==> config.mk <==
export PLATFORM = sky130hd
export DESIGN_NAME = cve2_dummy_instr_burst
export DESIGN_NICKNAME = d
export VERILOG_FILES = /design/src/rtl/cve2_dummy_instr_burst_pkg.sv /design/src/rtl/cve2_dummy_lfsr.sv /design/src/rtl/cve2_dummy_instr_burst.sv
export SDC_FILE = /design/constraint.sdc
export NUM_CORES = 1
export LEC_CHECK = 0
export CORE_ASPECT_RATIO = 1.75
export CORE_MARGIN = 2
export CORE_UTILIZATION = 30
export DETAILED_ROUTE_END_ITERATION = 7
export HOLD_SLACK_MARGIN = 0.05
export MAX_ROUTING_LAYER = met4
export PLACE_DENSITY = 0.51
export REMOVE_ABC_BUFFERS = 1
export SETUP_SLACK_MARGIN = 0.5
export SYNTH_ARGS = -nofsm -noshare
export SYNTH_HDL_FRONTEND = slang
export SYNTH_SLANG_ARGS = --single-unit
==> constraint.sdc <==
create_clock -name clk_i -period 1.9 [get_ports clk_i]
set_input_delay 0.38 -clock clk_i [delete_from_list [all_inputs] [get_ports clk_i]]
set_output_delay 0.38 -clock clk_i [all_outputs]
set_load 0.005 [all_outputs]
==> src/rtl/cve2_dummy_instr_burst_pkg.sv <==
// Shared types and constants for the CVE2 dummy-instruction burst generator.
// Optional burst support is selected in the top by CVE2_DUMMY_INSTR_BURST_EN.
package cve2_dummy_instr_burst_pkg;

  typedef enum logic [1:0] {
    DUMMY_ADD = 2'b00,
    DUMMY_MUL = 2'b01,
    DUMMY_DIV = 2'b10,
    DUMMY_AND = 2'b11
  } dummy_instr_e;

  typedef enum logic {
    FSM_IDLE   = 1'b0,
    FSM_INSERT = 1'b1
  } dummy_fsm_e;

  localparam logic [31:0] DummyLfsrSeedDefault = 32'hACE1_2345;
  localparam logic [31:0] DummyLfsrPoly        = 32'h8020_0003;

  // R-type encoding with rd = x0 so the dummy never changes architectural state
  function automatic logic [31:0] dummy_encode(input dummy_instr_e t,
                                               input logic [4:0]   rs1,
                                               input logic [4:0]   rs2);
    logic [6:0] f7;
    logic [2:0] f3;
    f7 = 7'h00;
    f3 = 3'b000;
    case (t)
      DUMMY_MUL: f7 = 7'h01;
      DUMMY_DIV: begin
        f7 = 7'h01;
        f3 = 3'b100;
      end
      DUMMY_AND: f3 = 3'b111;
      default: ;
    endcase
    return {f7, rs2, rs1, f3, 5'h00, 7'h33};
  endfunction

endpackage

==> src/rtl/cve2_dummy_lfsr.sv <==
// Galois right-shift LFSR with seed load (priority over shift) and a guard
// that turns an all-zero load into 1 so the register can never lock up.
module cve2_dummy_lfsr
  import cve2_dummy_instr_burst_pkg::*;
#(
  parameter int unsigned       LfsrW = 32,
  parameter logic [LfsrW-1:0]  Seed  = LfsrW'(DummyLfsrSeedDefault)
) (
  input  logic             clk_i,
  input  logic             rst_ni,
  input  logic             i_en,
  input  logic             i_load,
  input  logic [LfsrW-1:0] i_load_val,
  output logic [LfsrW-1:0] o_state
);

  logic [LfsrW-1:0] r_state;
  logic [LfsrW-1:0] w_next;

  always_comb begin
    w_next = r_state;
    if (i_load) begin
      w_next = (i_load_val == '0) ? LfsrW'(1) : i_load_val;
    end else if (i_en) begin
      w_next = (r_state >> 1) ^ (r_state[0] ? LfsrW'(DummyLfsrPoly) : '0);
    end
  end

  always_ff @(posedge clk_i or negedge rst_ni) begin
    if (!rst_ni) r_state <= Seed;
    else         r_state <= w_next;
  end

  assign o_state = r_state;

endmodule

==> src/rtl/cve2_dummy_instr_burst.sv <==
// Dummy-instruction generator for the IF stage: inserts bursts of x0-writing
// ALU/MUL/DIV ops. Multi-dummy bursts exist only with CVE2_DUMMY_INSTR_BURST_EN.
module cve2_dummy_instr_burst
  import cve2_dummy_instr_burst_pkg::*;
#(
  parameter int unsigned CntW            = 5,
  parameter int unsigned BurstW          = 2,
  parameter int unsigned LfsrW           = 32,
  parameter logic [3:0]  TypeEn          = 4'b1111,
  parameter logic [31:0] RndCnstLfsrSeed = DummyLfsrSeedDefault
) (
  input  logic              clk_i,
  input  logic              rst_ni,
  input  logic              dummy_instr_en_i,
  input  logic [2:0]        dummy_instr_mask_i,
  input  logic [BurstW-1:0] dummy_burst_mask_i,
  input  logic              dummy_instr_seed_en_i,
  input  logic [31:0]       dummy_instr_seed_i,
  input  logic              fetch_valid_i,
  input  logic              id_in_ready_i,
  output logic              insert_dummy_instr_o,
  output logic [31:0]       dummy_instr_data_o,
  output logic [15:0]       dummy_instr_cnt_o
);

  localparam logic [0:0] StIdle   = FSM_IDLE;
  localparam logic [0:0] StInsert = FSM_INSERT;

  logic [0:0]        r_state;
  logic [CntW-1:0]   r_cnt;
  logic [31:0]       r_seed;
  logic [15:0]       r_dummy_cnt;
  logic [LfsrW-1:0]  w_lfsr;
  logic              w_accept;
  logic              w_go;
  logic              w_last;
  logic [CntW-1:0]   w_cnt_fld;
  logic [CntW-1:0]   w_thresh;
  logic [4:0]        w_op_a;
  logic [4:0]        w_op_b;
  logic [1:0]        w_type;
  logic [BurstW-1:0] w_burst;
  dummy_instr_e      w_type_eff;
  logic              w_unused_lfsr;

  assign w_cnt_fld = w_lfsr[CntW-1:0];
  assign w_op_a    = w_lfsr[CntW+4 -: 5];
  assign w_op_b    = w_lfsr[CntW+9 -: 5];
  assign w_type    = w_lfsr[CntW+11 -: 2];
  assign w_burst   = w_lfsr[CntW+12+BurstW-1 -: BurstW];
  assign w_unused_lfsr = ^w_lfsr;

  // Masking keeps threshold < 2^CntW, so the wrapping counter always meets it
  assign w_thresh = w_cnt_fld & {dummy_instr_mask_i, {(CntW-3){1'b1}}};

  assign w_type_eff = TypeEn[w_type] ? dummy_instr_e'(w_type) : DUMMY_ADD;

  assign insert_dummy_instr_o = (r_state == StInsert);
  assign dummy_instr_data_o   = dummy_encode(w_type_eff, w_op_a, w_op_b);
  assign dummy_instr_cnt_o    = r_dummy_cnt;

  assign w_accept = insert_dummy_instr_o & id_in_ready_i;
  assign w_go     = (r_state == StIdle) & dummy_instr_en_i & (r_cnt == w_thresh);

  cve2_dummy_lfsr #(
    .LfsrW (LfsrW),
    .Seed  (LfsrW'(RndCnstLfsrSeed))
  ) u_lfsr (
    .clk_i      (clk_i),
    .rst_ni     (rst_ni),
    .i_en       (w_accept),
    .i_load     (dummy_instr_seed_en_i),
    .i_load_val (LfsrW'(r_seed ^ dummy_instr_seed_i)),
    .o_state    (w_lfsr)
  );

`ifdef CVE2_DUMMY_INSTR_BURST_EN
  logic [BurstW-1:0] r_burst_left;

  // Holds the number of dummies still owed after the current one
  always_ff @(posedge clk_i or negedge rst_ni) begin
    if (!rst_ni) begin
      r_burst_left <= '0;
    end else if (w_go) begin
      r_burst_left <= w_burst & dummy_burst_mask_i;
    end else if (w_accept && (r_burst_left != '0)) begin
      r_burst_left <= r_burst_left - BurstW'(1);
    end
  end

  assign w_last = (r_burst_left == '0);
`else
  logic w_unused_burst;
  assign w_unused_burst = ^{dummy_burst_mask_i, w_burst};
  assign w_last         = 1'b1;
`endif

  always_ff @(posedge clk_i or negedge rst_ni) begin
    if (!rst_ni) begin
      r_state <= StIdle;
      r_cnt   <= '0;
    end else begin
      case (r_state)
        StIdle: begin
          if (dummy_instr_en_i && fetch_valid_i && id_in_ready_i) r_cnt <= r_cnt + CntW'(1);
          if (w_go) r_state <= StInsert;
        end
        StInsert: begin
          if (!dummy_instr_en_i || (w_accept && w_last)) begin
            r_state <= StIdle;
            r_cnt   <= '0;
          end
        end
        default: r_state <= StIdle;
      endcase
    end
  end

  always_ff @(posedge clk_i or negedge rst_ni) begin
    if (!rst_ni) begin
      r_seed      <= '0;
      r_dummy_cnt <= '0;
    end else begin
      if (dummy_instr_seed_en_i) r_seed <= r_seed ^ dummy_instr_seed_i;
      if (w_accept && (r_dummy_cnt != 16'hFFFF)) r_dummy_cnt <= r_dummy_cnt + 16'd1;
    end
  end

endmodule

== After elaboration in Yosys (flattened, before gate mapping) ==
Index checks and enable logic that the tools add are counted.

* Output and inout bits: 49
* Register bits after elaboration: 86
* Word-level logic and storage cells: 46
* Input port bits: 43

* Magnitude comparators: 1
* Reduce and logical (&&, ||, !) cells: 9
* Add/subtract/negate cells: 2
* Equal/unequal tests: 7
* Bitwise gates (word level): 7
* Muxes and demuxes: 15

{| class="wikitable"
|+ Operator list
! kind !! number
|-
| $mux 32 || 4
|-
| $logic_not 32->1 || 1
|-
| $xor 31x32->32 || 1
|-
| $xor 32x32->32 || 1
|-
| $add 16x1->16 const B || 1
|-
| $ne 16x16->1 const B || 1
|-
| $mux 5 || 2
|-
| $pmux 5 s2 || 1
|-
| $pmux 3 s2 || 1
|-
| $add 5x1->5 const B || 1
|-
| $and 5x5->5 || 1
|-
| $eq 5x5->1 || 1
|-
| $eq 2x2->1 const B || 2
|-
| $mux 1 || 4
|-
| $ne 2x1->1 const B || 2
|-
| $and 1x1->1 || 3
|-
| $logic_and 1x1->1 || 3
|-
| $lt 2x3->1 const B || 1
|-
| $bmux 1 s2 || 1
|-
| $eq 2x1->1 const B || 1
|-
| $mux 2 || 1
|-
| $pmux 1 s2 || 1
|-
| $reduce_and 2->1 || 1
|-
| $reduce_bool 2->1 || 1
|-
| other kinds (4) || 4
|}

== Longest topological paths before layout ==
Gate-level depths: netlist (run 1).

* Depth in word-level cells: 6
* Gate-level depth with buffers: 6
* Mapped depth without buffers: 6

== Cells and area by module ==
A second synthesis (run 1) with hierarchy kept.

* Cells, all modules: 431
* Area total of the unflattened synthesis: 4,499.3 um^2

{| class="wikitable"
|+ Modules (own cells, without submodules)
! module !! area an instance (um^2) !! cells an instance !! seq. area each (um^2) !! instances
|-
| cve2_dummy_instr_burst || 2,887.8 || 276 || 1,351.3 || 1
|-
| cve2_dummy_lfsr || 1,611.5 || 155 || 818.3 || 1
|}

== Worst setup path before layout (run 1) ==
Ideal clock, no wire load.

* Kind: reg2reg
* From: reg r_dummy_cnt[0] (netlist: dummy_instr_cnt_o[0])
* To: reg r_dummy_cnt[15] (netlist: dummy_instr_cnt_o[15])
* Path slack: 0.005 ns
* Cell stages (with the launch flop): 7
* Library setup time: 0.079 ns
* Data required time: 1.821 ns
* Arrival: 1.816 ns
* Path buffers: 0
* Cells stage by stage: dfrtp_1 -> ha_1 -> nand3_1 -> nor4_4 -> or4_4 -> nor4_4 -> xor2_1

* Word-level cells in the longest chain between the ends: 2
* Elaborated cells between the ends (all ways): 3
* Classes of those cells: add/sub (1); eq/ne (1); reduce/logical (1)

{| class="wikitable"
|+ Ends and longest elaborated chain
! item !! RTL line !! text
|-
| start, declared || cve2_dummy_instr_burst.sv:32 || <nowiki>logic [15:0] r_dummy_cnt;</nowiki>
|-
| start signal, assigned || cve2_dummy_instr_burst.sv:125 || <nowiki>if (w_accept && (r_dummy_cnt != 16'hFFFF)) r_dummy_cnt <= r_dummy_cnt + 16'd1;</nowiki>
|-
| parallel branches: the longest is 2 deep, another holds $add 16x1->16 || - ||
|}

Several ways; the timed one is not identified.
A chain may end at the register's enable or synchronous reset.

== Worst setup path in the final report (run 1) ==
* From: reg u_lfsr.r_state[16] (netlist: u_lfsr.o_state[16])
* To: out dummy_instr_data_o[14]

* Word-level cells in the longest chain between the ends: 5
* Elaborated cells between the ends (all ways): 6
* Classes of those cells: eq/ne (2); mux (4)

{| class="wikitable"
|+ Ends and longest elaborated chain
! item !! RTL line !! text
|-
| start, declared || cve2_dummy_lfsr.sv:17 || <nowiki>logic [LfsrW-1:0] r_state;</nowiki>
|-
| start signal, assigned || cve2_dummy_lfsr.sv:31 || <nowiki>else r_state <= w_next;</nowiki>
|-
| $bmux 1 s2 || cve2_dummy_instr_burst.sv:56 || <nowiki>assign w_type_eff = TypeEn[w_type] ? dummy_instr_e'(w_type) : DUMMY_ADD;</nowiki>
|-
| $mux 1 (implied by the code) || cve2_dummy_instr_burst.sv:56 ||
|-
| $mux 2 * || cve2_dummy_instr_burst.sv:56 ||
|-
| $eq 2x2->1 || cve2_dummy_instr_burst_pkg.sv:28 || <nowiki>case (t)</nowiki>
|-
| $pmux 3 s2 * || cve2_dummy_instr_burst_pkg.sv:28 ||
|-
| end, declared || cve2_dummy_instr_burst.sv:22 || <nowiki>output logic [31:0] dummy_instr_data_o,</nowiki>
|}

Mark *: on every way between the ends. The rest lies on a longest branch, timed or not. The select of a mux whose other input is x is not followed.

==> impl_results.md, run 1 <==
- Synth top cells by count: nand2_1 (79), dfrtp_1 (72), xnor2_1 (45), xor2_1 (40), o21ai_0 (34)
- Worst setup EP type: output port
- Top cell type's share of synthesized area: 0.400
- Yosys warns: 0
- Layout Utilization: 0.460
- Area added between synthesis and finish: 50.6%
- Setup CP Type: reg2out
- IO buf count: 71
- Status: finished clean
- Sequential fraction of the synthesis area: 0.481
- RSZ-0062 raised after global routing: yes
- Fillers: 1,405
- Clock Tree Buf Depth: 2
- WL/cell: 14.1 um
- Number of synthesized flops with an enable pin: 0
- Die Y: 166 um
- Die area: 16,100 um2
- Critical path launch point type: flip-flop
- Most common cell in the netlist: nand2_1
- #FFs+latches synth: 86
- Worst skew pair latency: 0.34 ns
- Skew final: 0.00655 ns
- Cell count after synthesis: 442
- Drt via density: 4.51
- Req. time, crit path: 1.52 ns
- Post-synth top flop: dfrtp_1
- DR DRC count: 0
- Antenna violations before repair: 1
- Sink Count: 86
- Starting Density: 0.305
- Post-placement setup slack: -0.337 ns
- Vias: 3,524
- CP Max Fanout: 3
- Drt first pass iters: 4
- Row cnt: 59
- PwrDens: 1170 nW/um2
- Gpl congestion: 0.813
- Mean Syn Cell Area: 10.2 um2
- CP max-delay cell: dfstp_2
- CP cell instances: buf_6, ha_4, or2_4, buf_6
- Final #Nets: 640
- Post-Syn Area: 4510 um2
- FMAX: 575 MHz
- Maximum vdd drop: 574 uV
- Crit-path most repeated cell: buf_6
- Final Setup Violations: 0
- Yosys cell types: 34
- Clock transition at path regs: 0.07 ns
- Core Footprint: 14,800 um2
- Critical path arrival: 1.36 ns
- Final wirelength: 11,000 um
- Area contributors post-synth: dfrtp_1 (40%), xnor2_1 (8.7%), dfstp_2 (8.2%)
- Final Hold Vio Count: 0
- GRT Util Overall: 0.142
- Root Buffer: clkbuf_16
- DIE WIDTH: 96.7 um
- Minimum clock period: 1.74 ns
- Final Non-Filler Cells: 782
- Final Worst Setup Slack: 0.161 ns
- Slowest Stage Delay on Critical Path: 0.58 ns
- Vias in the first global route: 3,677
- Largest net degree at the start of global routing: 51
- I/O pin total: 92
- Antenna viol nets, final: 0
- Post-DP HPWL: 7270 um
- Layout cells sized above 1: 0.343
- H-tree Lvls: 3
- First-pass GRT wire length: 18,100 um
- Max capacitance violation total: 0
- Leading area contributor after synthesis: dfrtp_1
- Dpl cells: 707
- Fin. max-slew vios: 0
- Lkg Pwr: 3.23 nW
- Hold Path Class: in2reg
- Period utilisation layout: 0.915
- Number of DRC markers in iteration 0: 88
- Residual overflow from global routing: 0
- Synth async-reset ratio: 1.00
- CTS tree: yes
- Power Total: 7.93 mW
- CTS Buf Count: 9
## logic make-up (layout without fill, tap and decap cells)
kind of cell / Yosys count / after routing / synth area share
compound gates: 48 / 48 / 0.0597
flops: 86 / 86 / 0.481
xor+xnor: 85 / 85 / 0.165
fa+ha+maj: 4 / 4 / 0.0111
simple gates: 130 / 130 / 0.137
mux: 33 / 33 / 0.0738
buf+inv: 54 / 194 / 0.0702
other cells: 2 / 19 / 0.00167
## critical path: cells and delay by family (launching register included)
family | cells | cell delay, ns
buffers and inverters | 2 | 0.19
AND/OR/NAND/NOR | 1 | 0.11
adder cells (fa/ha/maj) | 1 | 0.14
flip-flops | 1 | 0.58
## worst paths after layout
path | slack (ns) | startpoint | end | cells past startpoint
worst min register to register | 0.48 | r_seed[27] | r_seed[27] | 1
min in group asynchronous | 0.49 | rst_ni | r_seed[4] | 2
worst max register to register | 0.18 | dummy_instr_cnt_o[1] | dummy_instr_cnt_o[9] | 6
max in group asynchronous | 0.77 | rst_ni | u_lfsr.o_state[26] | 3
worst max-delay path | 0.16 | u_lfsr.o_state[16] | dummy_instr_data_o[14] | 4
worst min-delay path | 0.37 | dummy_instr_seed_i[6] | r_seed[6] | 3
## power by group
group	internal (mW)	leakage, nW	switching, mW
Clock	1.22	0.162	0.749
Combinational	1.57	2.06	1.11
Sequential	2.63	1.01	0.646
Total	5.42	3.23	2.51
## per-stage QoR
stage	TNS [ns]	instance area, um2	hold WS, ns
after floorplan	-1.58	4290	0.0844
after global placement	-1.85	5580	0.306
after detailed placement	-1.93	5580	0.310
after CTS	0	6470	0.425
after global routing	0	6790	0.397
final	0	6790	0.371
## state kept, by name (all words and copies together) (netlist names)
register              flops
dummy_instr_cnt_o        16
insert_dummy_instr_o      1
r_seed                   32
r_cnt                     5
u_lfsr.o_state           32
## area by class of cell
| type | count | area, um2 | area share |
|---|---|---|---|
| well taps | 183 | 229 | 0.0337 |
| flip-flops and latches | 86 | 2170 | 0.320 |
| clock inverters | 5 | 81.3 | 0.0120 |
| clock buffers | 11 | 253 | 0.0372 |
| multi-input cells | 318 | 2420 | 0.356 |
| diodes | 1 | 2.50 | 0.000368 |
| repair buffers | 169 | 1600 | 0.236 |
| inverters | 9 | 37.5 | 0.00553 |
## placed cells by master, fill, tap and decap left out, drive strengths merged, types with 8 or more instances in the layout
cell           synthesis  layout
inv                    9       8
nor2                  13      13
conb                   2      18
buf                   37     116
nor4                  12      12
o21ai                 34      34
clkbuf                 8      13
clkdlybuf4s50          0      23
dfstp                 14      14
xor2                  40      40
dlygate4sd2            0      14
dfrtp                 72      72
nand2                 79      79
nand4                 10      10
xnor2                 45      45
clkdlybuf4s15          0      10
mux2i                 31      31
## timing repair
item	in CTS	in global routing
resized for setup	163	70
pin swaps	21	31
cloned	2	0
setup endpoints to repair	58	66
buffers inserted	41	14
hold buffers	1	0
hold endpoints to repair	17	0
## routing by layer
metal / global-route usage / wire (um) / vias to the layer above
li1: - / - / 1720
met1: 0.157 / 4310 / 1719
met2: 0.252 / 6180 / 70
met3: 0.0206 / 305 / 15
met4: 0.0625 / 221 / 0
met5: - / 0 / -
Power figures use the tool's default switching activity.
==> inputs of run 2 (changes only) <==
--- a/config.mk
+++ b/config.mk
@@ -8,12 +8,14 @@
 export CORE_ASPECT_RATIO = 1.75
 export CORE_MARGIN = 2
 export CORE_UTILIZATION = 30
+export CTS_BUF_LIST = sky130_fd_sc_hd__clkbuf_4
 export DETAILED_ROUTE_END_ITERATION = 7
 export HOLD_SLACK_MARGIN = 0.05
 export MAX_ROUTING_LAYER = met4
 export PLACE_DENSITY = 0.51
 export REMOVE_ABC_BUFFERS = 1
 export SETUP_SLACK_MARGIN = 0.5
+export SKIP_CTS_REPAIR_TIMING = 1
 export SYNTH_ARGS = -nofsm -noshare
 export SYNTH_HDL_FRONTEND = slang
 export SYNTH_SLANG_ARGS = --single-unit
==> run 2 against run 1 <==
Global-route usage decreased by 1.3 points. Critical path depth unchanged. Utilization decreased by 3.2 points. Via count decreased by 2.0%. Combinational power decreased by 6%. Cell area decreased by 7.0%. Count of clock-buffer cells in the layout decreased by 2. Hold slack got worse by 0.11 ns.
==> impl_results.md, run 2 (synthesis gave the netlist of run 1 again) <==
- Clock power frac: 0.170 (-0.079)
- Row cnt: 59 (unchanged)
- Most common cell after layout, fill and taps aside: nand2_1
- Sink Count: 86 (unchanged)
- IO buf count: 71 (unchanged)
- Worst Hold Slack: 0.265 ns (-0.106 ns)
- Req. time, crit path: 1.52 ns (about the same)
- Minimum clock period: 1.84 ns (+0.102 ns)
- Status: finished clean
- Final Hold Vio Count: 0 (unchanged)
- Root Buffer: clkbuf_4
- Number of DRC markers in iteration 0: 92 (+4.5%)
- Sw frac: 0.339 (+0.0228)
- Post-DP HPWL: 7270 um (unchanged)
- Final Instance Area: 6320 um2 (-7.0%)
- Antenna viol nets, final: 0 (unchanged)
- Critical path launch point type: flip-flop
- Fin. max-slew vios: 0 (unchanged)
- CTS tree: yes
- Area added between synthesis and finish: 40.1%
- Most frequent cells in the layout: nand2_1 (76), dfrtp_1 (69), buf_4 (54)
- PwrDens: 1100 nW/um2 (-5.4%)
- Layout Utilization: 0.428 (-0.0320)
- Int Pwr: 4.61 mW (-15%)
- Clock transition at path regs: 0.15 ns (+0.08 ns)
- Vias in the first global route: 3,364 (-8.5%)
- Comb power frac: 0.363 (+0.025)
- Maximum vdd drop: 463 uV (-19%)
- Drt via density: 4.54 (+0.66%)
- Die area: 16,100 um2 (unchanged)
- First-pass GRT wire length: 16,500 um (-8.4%)
- Clock Tree Buf Depth: 2 (unchanged)
- Largest net degree at the start of global routing: 51 (unchanged)
- Worst setup EP type: output port
- Lkg Pwr: 3.01 nW (-6.9%)
- Core Footprint: 14,800 um2 (unchanged)
- DR DRC count: 0 (unchanged)
- I/O pin total: 92 (unchanged)
- DP Area: 5580 um2 (unchanged)
- FMAX: 543 MHz (-5.6%)
- Vias: 3,452 (-2.0%)
- Worst skew pair latency: 0.44 ns (+0.10 ns)
- Power Total: 6.98 mW (-12%)
- WL/cell: 13.9 um (-1.5%)
- Layout cells sized above 1: 0.322 (-0.0205)
- Drt first pass iters: 4 (unchanged)
- Final wirelength: 10,600 um (-4.1%)
- Sequential Power Share: 0.468 (+0.055)
- GRT Util Overall: 0.129 (-0.0127)
- Critical path arrival: 1.46 ns (+0.10 ns)
- Gpl congestion: 0.813 (unchanged)
- Starting Density: 0.305 (unchanged)
- Die Y: 166 um (unchanged)
- CP Max Fanout: 4 (+1)
- CTS Buf Count: 9 (unchanged)
- Max capacitance violation total: 0 (unchanged)
- Residual overflow from global routing: 0 (unchanged)
- Hold Path Class: in2reg
- Final Setup Violations: 0 (unchanged)
- RSZ-0062 raised after global routing: yes
- Psw: 2.36 mW (-5.7%)
- Antenna violations before repair: 1 (unchanged)
- Period utilisation layout: 0.969 (+0.0539)
- DIE WIDTH: 96.7 um (unchanged)
- Skew final: 0.0181 ns (+0.0116 ns)
- H-tree Lvls: 3 (unchanged)
- Setup TNS: 0 ns (unchanged)
- Setup CP Type: reg2out
- Final #Nets: 619 (-3.3%)
## run 2: cell types whose count changed in the layout (fill, tap and decap cells not counted), moves of 5 or more
cell / previous run / this run
xor2_2: 9 / 4
clkbuf_16: 9 / 1
dlygate4sd2_1: 14 / 0
clkdlybuf4s50_1: 23 / 37
xor2_1: 31 / 36
buf_4: 67 / 54
clkbuf_2: 2 / 16
buf_2: 10 / 4
clkdlybuf4s15_1: 9 / 0
clkbuf_4: 0 / 9
## run 2: path summary, 6_finish.rpt
path	startpoint	endpoint	slack [ns]	cells past startpoint
max	u_lfsr.o_state[16]	dummy_instr_data_o[25]	0.06	4
min	dummy_instr_seed_i[3]	r_seed[3]	0.27	3
max reg2reg	dummy_instr_cnt_o[13]	dummy_instr_cnt_o[1]	0.08	6
min reg2reg	r_seed[22]	r_seed[22]	0.49	1
max in group asynchronous	rst_ni	u_lfsr.o_state[27]	0.88	3
min in group asynchronous	rst_ni	r_seed[4]	0.36	2
## run 2: layer usage
metal  up-vias  wire [um]  GRT usage  part of all wire
li1       1682          -          -                 -
met1      1682       4230      0.147              0.40
met2        75       5830      0.226              0.55
met3        13        323     0.0227             0.031
met4         0        186     0.0490             0.018
met5         -          0          -                 0
## run 2: layout make-up
type	instances	area [um2]
Multi-Input combinational cell	318	2370
Antenna cell	1	2.50
Inverter	9	37.5
Timing Repair Buffer	148	1350
Tap cell	183	229
Sequential cell	86	2170
Fill cell	1444	8440
Clock inverter	7	88.8
Clock buffer	9	67.6
## run 2: critical path, stage by stage, from the launching register on
cell,delay [ns]
dfstp_2,0.60
buf_6,0.12
ha_4,0.19
inv_2,0.05
buf_6,0.08
## run 2: power groups by stage
stage               Sequential (mW)  Clock, mW  Combinational [mW]
floorplan                      3.16          0                1.25
global placement               3.25          0                2.23
detailed placement             3.29          0                2.25
CTS                            3.25       1.22                2.27
global route                   3.36       1.30                2.85
finish                         3.26       1.18                2.53
## run 2: metrics by stage
step	worst slack, ns	std cells
after global placement	-0.298	707
after global routing	-0.0189	761
after detailed placement	-0.337	707
after CTS	-0.357	723
after floorplan	-0.422	413
final	0.0589	761
